<file path="src/rtl/hxm_road_reader_pkg.sv">
// Shared widths, FSM state type and the hit-count rule for the hxmpp read-side client.
package hxm_road_reader_pkg;

  localparam int SSIDBITS    = 8;
  localparam int HITINFOBITS = 16;
  localparam int MAXHITNBITS = 4;

  typedef enum logic [1:0] {
    IDLE  = 2'd0,
    ISSUE = 2'd1,
    WAIT  = 2'd2,
    EMIT  = 2'd3
  } state_t;

  // Beats to emit for a response; a miss always yields zero regardless of nHits.
  function automatic int hit_count(input logic hit_this_event, input int n_hits, input int max_hits);
    if (!hit_this_event) return 0;
    return (n_hits > max_hits) ? max_hits : n_hits;
  endfunction

endpackage

</file>
<file path="src/rtl/hxm_road_reader_if.sv">
// Request stream, hxmpp read port, output beat stream and error flags of the road reader.
interface hxm_road_reader_if
  import hxm_road_reader_pkg::*;
#(
  parameter int MAXHITS = 4
);
  logic                           req_valid;
  logic                           req_ready;
  logic [SSIDBITS-1:0]            req_ssid;
  logic                           read;
  logic [SSIDBITS-1:0]            readSSID;
  logic                           readFinished;
  logic [SSIDBITS-1:0]            SSID_read;
  logic                           hitThisEvent;
  logic [MAXHITNBITS-1:0]         nHits;
  logic [HITINFOBITS*MAXHITS-1:0] hitInfo_read;
  logic                           out_valid;
  logic                           out_ready;
  logic [SSIDBITS-1:0]            out_ssid;
  logic [HITINFOBITS-1:0]         out_hit;
  logic                           out_last;
  logic                           out_empty;
  logic                           err_timeout;
  logic                           err_mismatch;
  logic                           err_overflow;
  logic                           err_clear;

  // The reader masters the hxmpp read port and sources the output stream.
  modport master (
    input  req_valid, req_ssid, readFinished, SSID_read, hitThisEvent, nHits, hitInfo_read,
           out_ready, err_clear,
    output req_ready, read, readSSID, out_valid, out_ssid, out_hit, out_last, out_empty,
           err_timeout, err_mismatch, err_overflow
  );

  modport slave (
    output req_valid, req_ssid, readFinished, SSID_read, hitThisEvent, nHits, hitInfo_read,
           out_ready, err_clear,
    input  req_ready, read, readSSID, out_valid, out_ssid, out_hit, out_last, out_empty,
           err_timeout, err_mismatch, err_overflow
  );
endinterface

</file>
<file path="src/rtl/hxm_hit_slot_mux.sv">
// Combinational selector of one hit word from the packed hit bus; out-of-range selects give 0.
module hxm_hit_slot_mux #(
  parameter int HITINFOBITS = 16,
  parameter int MAXHITS     = 4,
  parameter int SELW        = 3
) (
  input  logic [HITINFOBITS*MAXHITS-1:0] hits,
  input  logic [SELW-1:0]                sel,
  output logic [HITINFOBITS-1:0]         hit
);

  always_comb begin
    hit = '0;
    for (int k = 0; k < MAXHITS; k++) begin
      if (int'(sel) == k) hit = hits[HITINFOBITS*k +: HITINFOBITS];
    end
  end

endmodule

</file>
<file path="src/rtl/hxm_road_reader.sv">
// Read-side client of hxmpp: one read per requested SSID, response unpacked into one beat per hit.
module hxm_road_reader
  import hxm_road_reader_pkg::*;
#(
  parameter int MAXHITS = 4,
  parameter int TIMEOUT = 64
) (
  input logic              clk,
  input logic              reset_n,
  hxm_road_reader_if.master bus
);

  localparam int CNTW = $clog2(MAXHITS + 1);
  localparam int TMRW = $clog2(TIMEOUT);

  state_t                         state, state_next;
  logic [SSIDBITS-1:0]            ssid_q;
  logic [HITINFOBITS*MAXHITS-1:0] hits_q;
  logic [CNTW-1:0]                count_q, idx_q, resp_count;
  logic [TMRW-1:0]                timer_q;
  logic [HITINFOBITS-1:0]         slot_hit;
  logic                           got_resp, timed_out, is_empty, is_last, beat_done;

  assign got_resp   = (state == WAIT) && bus.readFinished;
  assign timed_out  = (state == WAIT) && !bus.readFinished && (timer_q == TMRW'(TIMEOUT - 1));
  assign is_empty   = (count_q == '0);
  assign is_last    = is_empty || (idx_q == count_q - 1'b1);
  assign beat_done  = (state == EMIT) && bus.out_ready;
  assign resp_count = CNTW'(hit_count(bus.hitThisEvent, int'(bus.nHits), MAXHITS));

  hxm_hit_slot_mux #(
    .HITINFOBITS(HITINFOBITS),
    .MAXHITS    (MAXHITS),
    .SELW       (CNTW)
  ) u_slot_mux (
    .hits(hits_q),
    .sel (idx_q),
    .hit (slot_hit)
  );

  always_ff @(posedge clk or negedge reset_n) begin
    if (!reset_n) state <= IDLE;
    else          state <= state_next;
  end

  // Output fields are forced to 0 outside their state so nothing stale leaks after a reset or timeout.
  always_comb begin
    state_next    = state;
    bus.req_ready = 1'b0;
    bus.read      = 1'b0;
    bus.readSSID  = '0;
    bus.out_valid = 1'b0;
    bus.out_ssid  = '0;
    bus.out_hit   = '0;
    bus.out_last  = 1'b0;
    bus.out_empty = 1'b0;
    case (state)
      IDLE: begin
        bus.req_ready = reset_n;
        if (bus.req_valid) state_next = ISSUE;
      end
      ISSUE: begin
        bus.read     = 1'b1;
        bus.readSSID = ssid_q;
        state_next   = WAIT;
      end
      WAIT: begin
        if (got_resp || timed_out) state_next = EMIT;
      end
      EMIT: begin
        bus.out_valid = 1'b1;
        bus.out_ssid  = ssid_q;
        bus.out_hit   = is_empty ? '0 : slot_hit;
        bus.out_last  = is_last;
        bus.out_empty = is_empty;
        if (bus.out_ready && is_last) state_next = IDLE;
      end
      default: state_next = IDLE;
    endcase
  end

  always_ff @(posedge clk or negedge reset_n) begin
    if (!reset_n) begin
      ssid_q  <= '0;
      hits_q  <= '0;
      count_q <= '0;
      idx_q   <= '0;
      timer_q <= '0;
    end else begin
      case (state)
        IDLE: if (bus.req_valid) ssid_q <= bus.req_ssid;
        ISSUE: timer_q <= '0;
        WAIT: begin
          timer_q <= timer_q + 1'b1;
          idx_q   <= '0;
          if (got_resp) begin
            hits_q  <= bus.hitInfo_read;
            count_q <= resp_count;
          end else if (timed_out) begin
            hits_q  <= '0;
            count_q <= '0;
          end
        end
        EMIT: if (beat_done) idx_q <= is_last ? '0 : idx_q + 1'b1;
        default: ;
      endcase
    end
  end

  // A new error event in the same cycle as err_clear keeps the flag set.
  always_ff @(posedge clk or negedge reset_n) begin
    if (!reset_n) begin
      bus.err_timeout  <= 1'b0;
      bus.err_mismatch <= 1'b0;
      bus.err_overflow <= 1'b0;
    end else begin
      bus.err_timeout  <= timed_out | (bus.err_timeout & ~bus.err_clear);
      bus.err_mismatch <= (got_resp && (bus.SSID_read != ssid_q)) |
                          (bus.err_mismatch & ~bus.err_clear);
      bus.err_overflow <= (got_resp && (int'(bus.nHits) > MAXHITS)) |
                          (bus.err_overflow & ~bus.err_clear);
    end
  end

endmodule

</file>
<file path="src/flat_wrapper.sv">
// flat-port wrapper written by rule: the top's interface ports become plain ports
module hxm_road_reader_flat import hxm_road_reader_pkg::*;
#(
  parameter int MAXHITS = 4,
  parameter int TIMEOUT = 64
)
  (clk, reset_n, bus_req_valid, bus_req_ssid, bus_readFinished, bus_SSID_read, bus_hitThisEvent, bus_nHits, bus_hitInfo_read, bus_out_ready, bus_err_clear, bus_req_ready, bus_read, bus_readSSID, bus_out_valid, bus_out_ssid, bus_out_hit, bus_out_last, bus_out_empty, bus_err_timeout, bus_err_mismatch, bus_err_overflow);
  hxm_road_reader_if #(.MAXHITS(MAXHITS)) bus_i ();
  input logic clk;
  input logic reset_n;
  input wire logic [$bits(bus_i.req_valid)-1:0] bus_req_valid;
  input wire logic [$bits(bus_i.req_ssid)-1:0] bus_req_ssid;
  input wire logic [$bits(bus_i.readFinished)-1:0] bus_readFinished;
  input wire logic [$bits(bus_i.SSID_read)-1:0] bus_SSID_read;
  input wire logic [$bits(bus_i.hitThisEvent)-1:0] bus_hitThisEvent;
  input wire logic [$bits(bus_i.nHits)-1:0] bus_nHits;
  input wire logic [$bits(bus_i.hitInfo_read)-1:0] bus_hitInfo_read;
  input wire logic [$bits(bus_i.out_ready)-1:0] bus_out_ready;
  input wire logic [$bits(bus_i.err_clear)-1:0] bus_err_clear;
  output wire logic [$bits(bus_i.req_ready)-1:0] bus_req_ready;
  output wire logic [$bits(bus_i.read)-1:0] bus_read;
  output wire logic [$bits(bus_i.readSSID)-1:0] bus_readSSID;
  output wire logic [$bits(bus_i.out_valid)-1:0] bus_out_valid;
  output wire logic [$bits(bus_i.out_ssid)-1:0] bus_out_ssid;
  output wire logic [$bits(bus_i.out_hit)-1:0] bus_out_hit;
  output wire logic [$bits(bus_i.out_last)-1:0] bus_out_last;
  output wire logic [$bits(bus_i.out_empty)-1:0] bus_out_empty;
  output wire logic [$bits(bus_i.err_timeout)-1:0] bus_err_timeout;
  output wire logic [$bits(bus_i.err_mismatch)-1:0] bus_err_mismatch;
  output wire logic [$bits(bus_i.err_overflow)-1:0] bus_err_overflow;
  assign bus_i.req_valid = bus_req_valid;
  assign bus_i.req_ssid = bus_req_ssid;
  assign bus_i.readFinished = bus_readFinished;
  assign bus_i.SSID_read = bus_SSID_read;
  assign bus_i.hitThisEvent = bus_hitThisEvent;
  assign bus_i.nHits = bus_nHits;
  assign bus_i.hitInfo_read = bus_hitInfo_read;
  assign bus_i.out_ready = bus_out_ready;
  assign bus_i.err_clear = bus_err_clear;
  assign bus_req_ready = bus_i.req_ready;
  assign bus_read = bus_i.read;
  assign bus_readSSID = bus_i.readSSID;
  assign bus_out_valid = bus_i.out_valid;
  assign bus_out_ssid = bus_i.out_ssid;
  assign bus_out_hit = bus_i.out_hit;
  assign bus_out_last = bus_i.out_last;
  assign bus_out_empty = bus_i.out_empty;
  assign bus_err_timeout = bus_i.err_timeout;
  assign bus_err_mismatch = bus_i.err_mismatch;
  assign bus_err_overflow = bus_i.err_overflow;
  hxm_road_reader #(.MAXHITS(MAXHITS), .TIMEOUT(TIMEOUT)) u_core (.clk(clk), .reset_n(reset_n), .bus(bus_i));
endmodule
</file>
<file path="config.mk">
export PLATFORM = sky130hd
export DESIGN_NAME = hxm_road_reader_flat
export DESIGN_NICKNAME = d
export VERILOG_FILES = /design/src/rtl/hxm_road_reader_pkg.sv /design/src/rtl/hxm_road_reader_if.sv /design/src/rtl/hxm_hit_slot_mux.sv /design/src/rtl/hxm_road_reader.sv /design/src/flat_wrapper.sv
export SDC_FILE = /design/constraint.sdc
export NUM_CORES = 1
export LEC_CHECK = 0
export BUFFER_PORTS_ARGS = -buffer_cell sky130_fd_sc_hd__buf_2
export CAP_MARGIN = 20
export CORE_MARGIN = 4
export CORE_UTILIZATION = 54
export CTS_BUF_LIST = sky130_fd_sc_hd__clkbuf_4
export CTS_CLUSTER_DIAMETER = 60
export DETAILED_ROUTE_END_ITERATION = 12
export GPL_ROUTABILITY_DRIVEN = 0
export GPL_TIMING_DRIVEN = 1
export PLACE_DENSITY_LB_ADDON = 0.3
export SYNTH_ARGS = -nofsm -noshare
export SYNTH_HDL_FRONTEND = slang
export SYNTH_SLANG_ARGS = --single-unit
</file>
<file path="constraint.sdc">
create_clock -name clk -period 2 [get_ports clk]
set_clock_uncertainty 0.05 [all_clocks]
set_input_delay 0.3 -clock clk [delete_from_list [all_inputs] [get_ports clk]]
set_output_delay 0.3 -clock clk [all_outputs]
set_load 0.01 [all_outputs]
</file>
== Word-level counts from Yosys, hierarchy flattened ==
Index checks and enable logic that the tools add are counted.

* Flip-flop bits (word level): 89
* Input bits: 91
* Output and inout bits: 40
* Word-level logic and storage cells: 80

* $add $sub $neg: 3
* Order comparisons: 1
* Equal/unequal tests: 13
* Mux-type cells: 27
* Bitwise operators: 7
* Reduce and logical (&&, ||, !) cells: 20

{| class="wikitable"
|+ Operators with widths
! cell !! number
|-
| 64-bit 2-to-1 mux || 2
|-
| 16-bit 2-to-1 mux || 6
|-
| 3-bit 2-to-1 mux || 6
|-
| 8-bit 2-to-1 mux || 2
|-
| 6-bit one-hot mux with 2 select lines || 1
|-
| 8-bit inequality test || 1
|-
| 2-bit one-hot mux with 4 select lines || 1
|-
| 1-bit logical AND || 7
|-
| 6-bit by 1-bit adder with 6-bit output, second input constant || 1
|-
| 3-bit == test, second input constant || 2
|-
| 6-bit == test, second input constant || 1
|-
| 3-bit logical NOT || 2
|-
| 2-bit 2-to-1 mux || 3
|-
| 2-bit inequality test, second input constant || 3
|-
| 3-bit one-hot mux with 2 select lines || 1
|-
| 2-bit AND reduction || 3
|-
| 2-bit nonzero test || 3
|-
| 1-bit 2-to-1 mux || 5
|-
| 2-bit == test, second input constant || 2
|-
| 4-bit by 3-bit > comparator with 1-bit output, second input constant || 1
|-
| 3-bit by 1-bit adder with 3-bit output, second input constant || 1
|-
| 1-bit AND || 3
|-
| 3-bit by 2-bit == test with 1-bit output, second input constant || 1
|-
| 3-bit == test || 1
|-
| other kinds (9) || 12
|}

== Depth between registers and ports, before layout ==
Gate-level depths: netlist (run 1).

* Depth after elaboration: 7
* Depth in mapped cells: 9

== Modules after synthesis ==
Synthesis (run 1) repeated with hierarchy kept, for this count alone.

* Cell total of the unflattened synthesis: 374
* Area total of the unflattened synthesis: 4,374.2 um^2

{| class="wikitable"
|+ By module, submodules not included
! module !! times used !! cells each !! area an instance (um^2) !! sequential area each (um^2)
|-
| hxm_road_reader || 1 || 316 || 3,867.5 || 2,227.1
|-
| hxm_hit_slot_mux || 1 || 58 || 506.7 || 0.0
|}

== Worst setup path before layout (run 1) ==
No wires, ideal clock.

* Path type: reg2out
* Start: register u_core.idx_q[1]
* End: output port bus_out_hit[10]
* Arrival time: 1.571 ns
* Required time: 1.650 ns
* Slack: 0.079 ns
* Cell stages (with the launch flop): 8
* Path through: dfrtp_1 -> inv_1 -> ha_1 -> nor3b_4 -> buf_6 -> a22oi_1 -> a21oi_1 -> a22o_1

* Word-level cells in the longest chain between the ends: 7
* Elaborated cells between the ends (all ways): 10

{| class="wikitable"
|+ RTL lines
! element !! RTL line !! source
|-
| from (decl) || hxm_road_reader.sv:19 || <nowiki>logic [CNTW-1:0] count_q, idx_q, resp_count;</nowiki>
|-
| from (signal assigned) || hxm_road_reader.sv:104 || <nowiki>EMIT: if (beat_done) idx_q <= is_last ? '0 : idx_q + 1'b1;</nowiki>
|-
| 3-bit logical NOT || hxm_hit_slot_mux.sv:15 || <nowiki>if (int'(sel) == k) hit = hits[HITINFOBITS*k +: HITINFOBITS];</nowiki>
|-
| 16-bit 2-to-1 mux (3 in series) || hxm_hit_slot_mux.sv:15 ||
|-
| 16-bit 2-to-1 mux * || hxm_hit_slot_mux.sv:15 ||
|-
| 16-bit 2-to-1 mux * || hxm_road_reader.sv:73 || <nowiki>bus.out_hit = is_empty ? '0 : slot_hit;</nowiki>
|-
| 16-bit 2-to-1 mux * || hxm_road_reader.sv:57 || <nowiki>case (state)</nowiki>
|-
| to (decl) || flat_wrapper.sv:25 || <nowiki>output wire logic [$bits(bus_i.out_hit)-1:0] bus_out_hit;</nowiki>
|}

Every way passes the cells marked *; elsewhere a longest branch is shown, timed or not.

== Worst setup path after layout (run 1) ==
* Start: register u_core.idx_q[0]
* End: output port bus_out_hit[12]

The elaborated chain is that of the path after synthesis.

==> flow_summary.ini, run 1 <==
[yosys]
ys_seq_area_frac = 0.503
synth-edff-count = 0
async_flop_share = 1.00
synth_area_per_cell_sq_um = 11.4
yosysTopAreaCellShare = 0.503
synth_top_family_by_area = compound AO/OA/AOI/OAI gates
synthSimpleGateAreaFrac = 0.101
synth_xor_area_frac = 0.0342
synth_mux_area_frac = 0.0249
syn-instance-count = 389
synth_cell_types = 46
synth_warnings = 0
synth.largest_area_cell = dfrtp_1
synth_compound_area_frac = 0.248
synth_area_leaders = dfrtp_1 50%, a22o_1 16%, ha_1 3.4%, a22oi_1 2.7%, and2_1 2.7%
synthFlopType = dfrtp_1
synth-seq-cells = 89
syn_area_sq_um = 4430
syn-num-nets = 492
synth_fa_ha_area_frac = 0.0339

[global_routing]
busiest_layer = met2
grt_pass1_wl_mm = 19.3
grt_max_degree = 90
track_usage = 0.249
grt_use_met3 = 0.0566
grt_pass1_vias = 3930
use_met2 = 0.411
gr-total-overflow = 0
met1_usage = 0.323
antenna_found_initial = 0

[die]
fp.dieArea_sq_um = 9710
initial_core_util = 0.564
ioPinCount = 131
die_x_um = 98.5
rows = 32
chipHeight_um = 98.5
core_area_sq_um = 7850

[sta]
max_freq_mhz = 405
rsz0062_at_grt = yes
final-setup-viol-count = 17
min_period_ns = 2.47
finalHoldViolCount = 0
final.setup.tns_ns = -6.96
worst_slew_pin_slew_ns = 0.460
relSlewSlack = 0.694
setup_slack_ns = -0.468
finalMaxSlewViolations = 0
whs_ns = 0.0200
period_share = 1.23

[finish]
finalInstanceArea_sq_um = 5980
final_cells = 664
fin_util = 0.763
nNetsFinal = 660
antennaDiodeCount = 0
layout_commonest_cell = buf_2
layout-drive-gt1-share = 0.423
final_cell_mix = 128 x buf_2, 88 x dfrtp_1, 82 x a22o_1, 23 x dlygate4sd3_1
area_growth_pct = 35.2

[clock_network]
clk_pin_slew_ns = 0.15
clock-sinks = 89
cts_tree = yes
cts.htree.levels = 3
cts_buffers = 9
clock_latency_ns = 0.45
ctsRootBufferMaster = clkbuf_4
clockBufferDepth = 2

[place]
numPortBuffers = 130
place_area_sq_um = 5250
post-dp-hpwl_mm = 8.20
dp_cells = 612

[power_and_ir_drop]
switching_share = 0.394
p_leak_nw = 2.95
power.net_switching_w = 0.00345
internal_power_w = 0.00531
combPwrFrac = 0.518
max-vdd-ir-drop_uv = 925
clkPwrFrac = 0.120
pwr-share-seq = 0.362
p_per_area_nw_per_um2 = 1460

[critical_path]
required_ns = 1.65
cp_slowest_stage_delay_ns = 0.46
startpoint_type = flop
crit_path_end_kind = output pin
crit_type = flop to output pin
path_cells = inv_2 -> ha_4 -> nor3b_4 -> buf_12 -> a22oi_2 -> a21oi_2 -> a22o_1 -> buf_2
slowest_stage = dfrtp_2
path_delay_family = flip-flops
cp.arrival_ns = 2.12
crit_fanout = 7
crit_buf_inv = 3
r2r_setup_slack_ns = 0.22

[routing]
drtIter0Drc = 198
post-route-drc-count = 0
dr.pass1.iters = 5
ant_nets = 0
via_count = 3870
viasPerCell = 5.83
drt_wl_total_mm = 12.4
wl_per_cell_um = 18.7

[worst_hold_path]
hp-class = input pin to flop

[flow_run]
maxCapViolCount = 0

[status]
violations = negative setup slack
outcome = finished with violations
[stage by stage]
step	total power, W	worst slack (ns)
after global placement	0.00672	0.00981
after floorplan	0.00562	0.0791
after CTS	0.00833	-0.463
after global routing	0.00932	-0.591
final	0.00876	-0.468
after detailed placement	0.00686	-0.0225
[worst paths after layout]
check,startpoint,to,cells past startpoint
min in group asynchronous,reset_n,u_core.hits_q[22],3
worst max register to register,u_core.count_q[0],u_core.idx_q[1],7
max in group asynchronous,reset_n,u_core.idx_q[0],3
worst min-delay path,bus_hitInfo_read[43],u_core.hits_q[43],2
worst max-delay path,u_core.idx_q[0],bus_out_hit[12],8
worst min register to register,u_core.timer_q[0],u_core.timer_q[0],1
[power by group through the flow]
stage               Combinational, W  Sequential, W  Clock [W]
finish                       0.00454        0.00317    0.00105
global route                 0.00491        0.00325    0.00115
CTS                          0.00413        0.00313    0.00108
detailed placement           0.00371        0.00315          0
global placement             0.00361        0.00311          0
floorplan                    0.00263        0.00299          0
[logic make-up after synthesis]
| group | count (synthesis) |
|---|---|
| xor+xnor | 14 |
| fa+ha+maj | 12 |
| buf+inv | 44 |
| mux | 10 |
| simple gates | 80 |
| compound gates | 140 |
| flops | 89 |
[state kept, by name, summed over array words and instances (netlist names)]
signal,flops
u_core.timer_q,6
u_core.ssid_q,8
u_core.count_q,3
u_core.bus.err_overflow,1
u_core.state,2
u_core.bus.err_mismatch,1
u_core.hits_q,64
u_core.bus.err_timeout,1
u_core.idx_q,3
[cells in the mapped netlist, drive strengths merged, types with 5 or more instances]
master and n:
buf 25, a21oi 19, a22oi 16, inv 15, nand2 12, nor2 21, dfrtp 89, o21ai 12
xnor2 9, ha 12, nand3 5, a22o 82, and2 19, mux2 8
[layer usage]
layer	share of wire	vias up
met5	0	-
met4	0.026	0
met3	0.065	30
met2	0.51	164
met1	0.40	1907
li1	-	1769
[repair_timing]
item | in CTS | in global routing
pin swaps | 18 | 37
endpoints found under the hold margin | 108 | 4
hold buffers | 19 | 4
resized for setup | 30 | 31
cloned | 1 | 0
endpoints found under the setup margin | 34 | 29
buffers inserted | 6 | 8
[final cells by class]
type	instances	area, sq um
multi-input combinational	256	2190
fill	540	1860
tap	102	128
inverter	15	58.8
sequential	89	2230
clock buffer	9	67.6
clock inverter	7	75.1
timing repair buffer	186	1230
Power figures use the tool's default switching activity.
==> run 2: changes to the inputs <==
CELL_PAD_IN_SITES_DETAIL_PLACEMENT = 2   (was default)
CELL_PAD_IN_SITES_GLOBAL_PLACEMENT = 2   (was default)
CORE_UTILIZATION = 34   (was 54)
==> flow_summary.ini, run 2 (synthesized netlist as in run 1, its figures left out) <==
[worst_hold_path]
hp-class = input pin to flop

[sta]
max_freq_mhz = 381
setup_slack_ns = -0.623
rsz0062_at_grt = yes
worst_slew_pin_slew_ns = 0.528
relSlewSlack = 0.648
finalHoldViolCount = 0
min_period_ns = 2.62
final.setup.tns_ns = -9.07
final-setup-viol-count = 18
finalMaxSlewViolations = 0
period_share = 1.31

[global_routing]
grt_pass1_wl_mm = 30.3
gr-total-overflow = 0
antenna_found_initial = 0
grt_pass1_vias = 4989
grt_max_degree = 90
track_usage = 0.275

[routing]
ant_nets = 0
viasPerCell = 5.47
wl_per_cell_um = 26.5
drt_wl_total_mm = 20.8
via_count = 4304
post-route-drc-count = 0
dr.pass1.iters = 4
drtIter0Drc = 242

[finish]
fillCellCount = 1277
seq_area_sq_um = 2230
final_cell_mix = 125 x buf_2, 87 x dfrtp_1, 82 x a22o_1, 68 x dlygate4sd3_1, 22 x buf_4
multi_input_area_sq_um = 2290
nNetsFinal = 713
antennaDiodeCount = 0
area_growth_pct = 51.7
layout_commonest_cell = buf_2
layout-drive-gt1-share = 0.431
reg_top3 = u_core.hits_q x64, u_core.ssid_q x8, u_core.timer_q x6
top_register = u_core.hits_q
fin_util = 0.530
largest_register_ffs = 64

[critical_path]
cp_slowest_stage_delay_ns = 0.48
cpMostUsedCell = buf_6
crit_path_end_kind = output pin
cp.arrival_ns = 2.27
path_delay_family = compound AO/OA/AOI/OAI gates
startpoint_type = flop
path_cells = inv_2 -> ha_4 -> nor3b_4 -> buf_6 -> a22oi_2 -> a21oi_1 -> a22o_1 -> buf_6
crit_fanout = 8
required_ns = 1.65
crit_type = flop to output pin
crit_buf_inv = 3
slowest_stage = dfrtp_2

[clock_network]
clockBufferDepth = 2
cts_buffers = 9
ctsRootBufferMaster = clkbuf_4
cts.htree.levels = 3
clk_pin_slew_ns = 0.19
cts_tree = yes
clock_latency_ns = 0.49
clock-sinks = 89

[power_and_ir_drop]
p_leak_nw = 3.18
p_per_area_nw_per_um2 = 1460
max-vdd-ir-drop_uv = 622

[status]
outcome = finished with violations
violations = negative setup slack

[flow_run]
maxCapViolCount = 0

[die]
initial_core_util = 0.349
fp.dieArea_sq_um = 14900
chipHeight_um = 122
core_area_sq_um = 12700
rows = 41
ioPinCount = 131
die_x_um = 122

[place]
numPortBuffers = 130
post-dp-hpwl_mm = 11.0
==> run 2: layer usage <==
metal  up-vias  wire, um  share of wire  GRT usage
met4         0      1060          0.051      0.143
met1      2208      7290           0.35      0.292
met3        61       931          0.045     0.0460
li1       1875         -              -          -
met5         -         0              0          0
met2       160     11500           0.55      0.517
==> run 2: worst paths after layout <==
kind,slack [ns],cells past startpoint,end,from
min in group asynchronous,0.39,3,u_core.hits_q[8],reset_n
worst min register to register,0.49,1,u_core.hits_q[62],u_core.hits_q[62]
worst max register to register,0.07,6,u_core.hits_q[51],u_core.timer_q[0]
max in group asynchronous,1.03,3,u_core.idx_q[0],reset_n
worst max-delay path,-0.62,8,bus_out_hit[13],u_core.idx_q[0]
worst min-delay path,0.006,2,u_core.count_q[0],bus_nHits[0]
==> run 2: through the flow <==
step	hold WS, ns	cell area [sq um]	worst slack, ns	total power, W	instances
global placement	0.409	5370	-0.0191	0.00694	687
global route	0.00211	6710	-0.712	0.0104	787
floorplan	-0.0456	4430	0.0791	0.00562	389
finish	0.00560	6710	-0.623	0.00983	787
CTS	0.00138	6600	-0.557	0.00923	781
detailed placement	0.414	5370	-0.0869	0.00715	687
==> run 2: cell type report <==
type	instances	area share
well taps	172	0.0321
repair buffers	238	0.264
clock inverters	7	0.0117
flip-flops and latches	89	0.332
clock buffers	9	0.0101
multi-input cells	257	0.342
inverters	15	0.00839
==> run 2: repair_timing <==
action	4_1_cts	5_1_grt
endpoints found under the setup margin	34	30
gates cloned	3	0
hold endpoints to repair	155	1
hold buffers	67	1
resized for setup	72	31
pin swaps	45	32
setup buffers	12	8
==> run 2: where the power goes <==
| part | switching [W] | leakage, nW | internal, W | total, W |
|---|---|---|---|---|
| clock | 0.000750 | 0.0805 | 0.000392 | 0.00114 |
| sequential | 0.000838 | 1.12 | 0.00257 | 0.00341 |
| combinational | 0.00263 | 1.98 | 0.00265 | 0.00528 |
